`src/rtl/gpu_pkg.sv`:
```
// ============================================================================
// Module      : gpu_pkg
// Description : Shared constants for the text-RAM engine: screen geometry,
//               command opcodes and the blit controller state encoding.
// Revision    : 1.0 - initial release
// ============================================================================
`default_nettype none

package gpu_pkg;

  // Text screen geometry (80x30 characters, one byte per cell)
  localparam int TXT_COLS  = 80;
  localparam int TXT_ROWS  = 30;
  localparam int TXT_DEPTH = TXT_COLS * TXT_ROWS;
  localparam int TXT_AW    = 12;

  // Command opcodes carried on cmd_op
  localparam logic [1:0] OP_NOP     = 2'd0;
  localparam logic [1:0] OP_CLEAR   = 2'd1;
  localparam logic [1:0] OP_SCROLL  = 2'd2;
  localparam logic [1:0] OP_FILLROW = 2'd3;

  // Blit controller states
  localparam logic [2:0] ST_IDLE  = 3'd0;
  localparam logic [2:0] ST_COPY  = 3'd1;
  localparam logic [2:0] ST_FLUSH = 3'd2;
  localparam logic [2:0] ST_FILL  = 3'd3;
  localparam logic [2:0] ST_DONE  = 3'd4;

endpackage

`default_nettype wire

```
`src/rtl/vram_blit_ctrl.sv`:
```
// ============================================================================
// Module      : vram_blit_ctrl
// Description : Text-RAM engine running clear-screen, scroll-up and fill-row
//               commands. It borrows the RAM read port only while the display
//               is in blanking (window_open) and otherwise forwards the
//               display read request untouched. The write port is engine-only.
// Revision    : 1.0 - initial release
// ============================================================================
`default_nettype none

module vram_blit_ctrl
  import gpu_pkg::*;
#(
  parameter int COLS  = TXT_COLS,
  parameter int ROWS  = TXT_ROWS,
  parameter int DEPTH = TXT_DEPTH,
  parameter int AW    = TXT_AW
) (
  input  logic          vgaClk,
  input  logic          rst,
  // command interface (already in the vgaClk domain)
  input  logic          cmd_valid,
  input  logic [1:0]    cmd_op,
  input  logic [4:0]    cmd_row,
  input  logic [7:0]    cmd_char,
  output logic          cmd_ready,
  // display side of the read port
  input  logic          window_open,
  input  logic          disp_r_en,
  input  logic [AW-1:0] disp_r_addr,
  // text RAM ports
  output logic          ram_r_en,
  output logic [AW-1:0] ram_r_addr,
  input  logic [7:0]    ram_r_data,
  output logic          ram_w_en,
  output logic [AW-1:0] ram_w_addr,
  output logic [7:0]    ram_w_data,
  // status
  output logic          busy,
  output logic          done,
  output logic          err
);

  // Address constants sized to the RAM address bus
  localparam logic [AW-1:0] ADDR_LAST      = AW'(DEPTH - 1);
  localparam logic [AW-1:0] ADDR_COLS      = AW'(COLS);
  localparam logic [AW-1:0] ADDR_LAST_ROW  = AW'(DEPTH - COLS);
  localparam logic [AW-1:0] ADDR_ROW_SPAN  = AW'(COLS - 1);
  localparam logic [4:0]    ROW_LIMIT      = 5'(ROWS);

  // Row base address. The shift-add is row*64 + row*16, i.e. row*80, which
  // matches the 80-column screen and avoids a multiplier.
  function automatic logic [AW-1:0] row_base(input logic [4:0] row);
    logic [AW-1:0] r;
    r = AW'(row);
    row_base = (r << 6) + (r << 4);
  endfunction

  // --------------------------------------------------------------------------
  // State
  // --------------------------------------------------------------------------
  logic [2:0]    state_q, state_d;
  logic [AW-1:0] src_q,   src_d;     // next copy source address
  logic [AW-1:0] ptr_q,   ptr_d;     // next fill address
  logic [AW-1:0] end_q,   end_d;     // last fill address (inclusive)
  logic [AW-1:0] waddr_q, waddr_d;   // destination of the read in flight
  logic          pend_q,  pend_d;    // a copy read was issued last cycle
  logic [7:0]    char_q,  char_d;    // latched fill character
  logic          err_q,   err_d;

  logic grant;
  logic accept;
  logic fillrow_ok;

  // The engine owns the read port only while copying and the display is idle
  assign grant      = (state_q == ST_COPY) && window_open;
  assign accept     = cmd_valid && (state_q == ST_IDLE);
  assign fillrow_ok = (cmd_row < ROW_LIMIT);

  // Next-state and datapath update
  always_comb begin
    state_d = state_q;
    src_d   = src_q;
    ptr_d   = ptr_q;
    end_d   = end_q;
    waddr_d = waddr_q;
    pend_d  = 1'b0;
    char_d  = char_q;
    err_d   = 1'b0;

    case (state_q)
      ST_IDLE: begin
        if (accept) begin
          char_d = cmd_char;
          case (cmd_op)
            OP_NOP: begin
              state_d = ST_DONE;
            end
            OP_CLEAR: begin
              ptr_d   = '0;
              end_d   = ADDR_LAST;
              state_d = ST_FILL;
            end
            OP_SCROLL: begin
              src_d   = ADDR_COLS;
              state_d = ST_COPY;
            end
            default: begin // OP_FILLROW
              if (fillrow_ok) begin
                ptr_d   = row_base(cmd_row);
                end_d   = row_base(cmd_row) + ADDR_ROW_SPAN;
                state_d = ST_FILL;
              end else begin
                err_d   = 1'b1;
              end
            end
          endcase
        end
      end

      ST_COPY: begin
        // Without the grant nothing new is issued and src holds; a read
        // already in flight still retires through pend_q this cycle.
        if (grant) begin
          pend_d  = 1'b1;
          waddr_d = src_q - ADDR_COLS;
          if (src_q == ADDR_LAST) begin
            state_d = ST_FLUSH;
          end else begin
            src_d = src_q + 1'b1;
          end
        end
      end

      ST_FLUSH: begin
        // Retire the final copy write, then blank the freed bottom row
        ptr_d   = ADDR_LAST_ROW;
        end_d   = ADDR_LAST;
        state_d = ST_FILL;
      end

      ST_FILL: begin
        if (ptr_q == end_q) begin
          state_d = ST_DONE;
        end else begin
          ptr_d = ptr_q + 1'b1;
        end
      end

      ST_DONE: begin
        state_d = ST_IDLE;
      end

      default: begin
        state_d = ST_IDLE;
      end
    endcase
  end

  // State registers; reset aborts any command in progress
  always_ff @(posedge vgaClk) begin
    if (rst) begin
      state_q <= ST_IDLE;
      src_q   <= '0;
      ptr_q   <= '0;
      end_q   <= '0;
      waddr_q <= '0;
      pend_q  <= 1'b0;
      char_q  <= '0;
      err_q   <= 1'b0;
    end else begin
      state_q <= state_d;
      src_q   <= src_d;
      ptr_q   <= ptr_d;
      end_q   <= end_d;
      waddr_q <= waddr_d;
      pend_q  <= pend_d;
      char_q  <= char_d;
      err_q   <= err_d;
    end
  end

  // Read-port mux and write-port drive; rst blocks writes in its own cycle
  always_comb begin
    ram_r_en   = disp_r_en;
    ram_r_addr = disp_r_addr;
    if (grant) begin
      ram_r_en   = 1'b1;
      ram_r_addr = src_q;
    end

    ram_w_en   = 1'b0;
    ram_w_addr = waddr_q;
    ram_w_data = ram_r_data;
    if (state_q == ST_FILL) begin
      ram_w_en   = !rst;
      ram_w_addr = ptr_q;
      ram_w_data = char_q;
    end else if ((state_q == ST_COPY) || (state_q == ST_FLUSH)) begin
      ram_w_en   = pend_q && !rst;
    end
  end

  assign cmd_ready = (state_q == ST_IDLE);
  assign busy      = (state_q != ST_IDLE);
  assign done      = (state_q == ST_DONE);
  assign err       = err_q;

endmodule

`default_nettype wire
```
`config.mk`:
```
export PLATFORM = sky130hd
export DESIGN_NAME = vram_blit_ctrl
export DESIGN_NICKNAME = d
export VERILOG_FILES = /design/src/rtl/gpu_pkg.sv /design/src/rtl/vram_blit_ctrl.sv
export SDC_FILE = /design/constraint.sdc
export NUM_CORES = 1
export LEC_CHECK = 0
export ABC_AREA = 1
export BUFFER_PORTS_ARGS = -buffer_cell sky130_fd_sc_hd__buf_2
export CAP_MARGIN = 20
export CORE_MARGIN = 2
export CORE_UTILIZATION = 24
export DETAILED_ROUTE_END_ITERATION = 7
export GPL_TIMING_DRIVEN = 0
export PLACE_DENSITY = 0.42
export SYNTH_ARGS = -nofsm -noshare
export SYNTH_HDL_FRONTEND = slang
export SYNTH_SLANG_ARGS = --single-unit
```
`constraint.sdc`:
```
create_clock -name vgaClk -period 2.54 [get_ports vgaClk]
set_clock_uncertainty 0.2 [all_clocks]
set_input_delay 0.508 -clock vgaClk [delete_from_list [all_inputs] [get_ports vgaClk]]
set_output_delay 0.508 -clock vgaClk [all_outputs]
set_load 0.05 [all_outputs]
```
==> flow_metrics.tcl <==
set metrics [dict create \
    cts_inserted_buffers 9 \
    synth-edff-count 0 \
    synth_cells 619 \
    r2r_start "src_q[0]" \
    track_usage_pct 16.26 \
    syn_avg_cell_area_um2 6.210 \
    dieArea_um2 17040 \
    postRouteAntennaNets 0 \
    multiInputGateArea_um2 2401 \
    startpoint_type "flip-flop" \
    clk_pin_slew_worst_paths_ns 0.05 \
    cts_tree "yes" \
    setup_ws_ns 0.05424 \
    slew_headroom_pct 56.59 \
    via_per_inst 4.444 \
    dp_hpwl_um 10340 \
    worstRegToRegCells 9 \
    cts_root_buffer "clkbuf_16" \
    place.gp.congestion 0.8499 \
    wirelength_um 13420 \
    firstDrtPassIters 4 \
    nNetsFinal 772 \
    synth.distinct_cells 35 \
    grt_pass1_wl_um 20980 \
    worstPathMaxFanout 10 \
    antenna_found_initial 0 \
    regToRegSetupSlack_ns 0.22 \
    fillerInstances 1814 \
    async_flop_share_pct 0 \
    holdPathStages 2 \
    end_kind "output port" \
    total_power_w 0.005443 \
    grt_pass1_vias 3936 \
    slew_violations 0 \
    hold_slack_ns 0.2465 \
    ys.flop_type "dfxtp_1" \
    coreArea_um2 15770 \
    clock-sinks 58 \
    worst_pin_slew_ns 0.6512 \
    crit_type "flip-flop to output port" \
    std_cell_rows 46 \
    ios 78 \
    drv_cap 0 \
    layout-drive-gt1-share_pct 21.16 \
    irDropWorstVdd_mv 0.5120 \
    drt_iter0_drc 134 \
    crit_arrival_ns 1.78 \
    hp-start "char_q[7]" \
    hold_viol 0 \
    ys_ff_latch 58 \
    ys_warn_count 0 \
    cts_buffer_depth 2 \
    htreeDepth 3 \
    place_worst_setup_slack_ns -0.4994 \
    drcViolationCount 0 \
    clk_latency_ns 0.35 \
    ff_latch_area_um2 1170 \
    rr_endpoint "src_q[10]" \
    seq_area_frac_synth_pct 30.21 \
    fin_util_pct 32.35 \
    grt_setup_unrepaired "yes" \
    wl_per_cell_um 14.29 \
    p_leak_nw 2.342 \
    power_density_nw_per_um2 1067 \
    hold_class "flip-flop to flip-flop" \
    status "finished clean" \
    vias 4173 \
    final-setup-viol-count 0 \
    initial_utilization_pct 24.37 \
    min_period_over_period_pct 97.86 \
    syn-num-nets 673 \
    grt-ovfl-total 0 \
    die_h_um 130.6 \
    portBuffers 77 \
    grt_max_degree 11 \
    synth.cell_area_um2 3844 \
    fmax_mhz 402.3 \
    required_ns 1.83 \
    finish.instance_area_um2 5101 \
    antenna_cells 0 \
    post_dp_cell_area_um2 4518 \
    die_w_um 130.6 \
    hold-path-endpoint "char_q[7]" \
    areaGrowthSynthToFinish_pct 32.71 \
    finalCriticalPeriod_ns 2.486 \
]
[flip-flops by register name, summed over array words and instances, names as in the netlist]
| name | flops |
|---|---|
| waddr_q | 12 |
| pend_q | 1 |
| char_q | 8 |
| state_q | 3 |
| err | 1 |
| src_q | 12 |
| end_q | 9 |
| ptr_q | 12 |
[cells in the mapped netlist (7+ instances only)]
cell | n | area share, %
nand2_1 | 169 | 17
nor2_1 | 86 | 8.4
inv_1 | 62 | 6.1
dfxtp_1 | 58 | 30
nand3_1 | 50 | 6.5
a21oi_1 | 46 | 6.0
o21ai_0 | 45 | 5.9
xor2_1 | 14 | 3.2
ha_1 | 13 | 4.2
clkbuf_1 | 12 | 1.2
nand4_1 | 8 | 1.3
nor3_1 | 7 | 0.91
[routing by layer]
metal  up-vias  wire, µm  global-route usage [%]
li1       2191         -                       -
met1      1897      6184                   21.45
met2        79      6523                   27.08
met3         6       602                   3.868
met4         0       109                   3.630
met5         -         0                       0
[worst max path at each step]
stage | cells after the start | slack, ns | endpoint | from
final | 10 | 0.05 | ram_r_addr[8] | state_q[1]
after CTS | 10 | 0.002 | ram_r_addr[8] | state_q[1]
after floorplan | 5 | -0.33 | ram_w_addr[10] | state_q[2]
after global routing | 10 | -0.02 | ram_r_addr[8] | state_q[1]
after global placement | 7 | -0.52 | ram_w_addr[7] | state_q[2]
after detailed placement | 7 | -0.50 | ram_w_addr[7] | state_q[2]
[where the power goes]
part           leakage [nW]  internal [W]  switching (W)
logic                  1.72      0.000925        0.00195
clock network         0.142      0.000751       0.000458
registers             0.477       0.00115       0.000205
[critical path, stage by stage, from the launching register on]
cell,delay [ns]
dfxtp_4,0.35
inv_4,0.07
nand2_4,0.06
inv_4,0.06
nand2_4,0.06
nor2_4,0.17
inv_2,0.07
buf_8,0.13
buf_12,0.14
o21ai_2,0.14
buf_6,0.17
[placed cells by master (no fill, tap or decap), drive strengths merged, types with 2 or more instances in the layout]
| cell type | n |
|---|---|
| nand2 | 177 |
| o21ai | 45 |
| nor3 | 8 |
| dfxtp | 58 |
| clkbuf | 28 |
| inv | 66 |
| a21oi | 46 |
| nor2 | 93 |
| buf | 88 |
| clkinv | 5 |
| nand3 | 51 |
| xor2 | 14 |
| xnor2 | 4 |
| nand3b | 3 |
| or2 | 4 |
| nand4 | 8 |
| ha | 13 |
| o211ai | 2 |
[cell type report]
class                           count  share of cell area, %
Multi-Input combinational cell    476                  47.07
Sequential cell                    58                  22.93
Timing Repair Buffer               88                  11.31
Tap cell                          216                  5.298
Inverter                           67                  5.077
Clock buffer                       10                  4.489
Buffer                             18                  2.698
Clock inverter                      6                  1.128
[metrics by stage]
step	cells	TNS (ns)
global placement	912	-8.011
CTS	939	0
detailed placement	912	-8.178
floorplan	619	-3.151
finish	939	0
global route	939	-0.05937
[timing repair]
action                     CTS  global route
hold buffers                 0             0
pin swaps                    3             1
setup buffers               11             0
setup endpoints to repair   34            41
gates resized for setup     48            30
[cells by family after synthesis]
group	after synthesis	share of synthesized area (%)
buffers and inverters	85	8.887
adders and majority gates	14	4.753
xor gates and xnor gates	18	4.102
AOI/OAI and AO/OA	98	13.18
and+or+nand+nor	346	38.87
DFF	58	30.21
(Power assumes the default switching activity.)
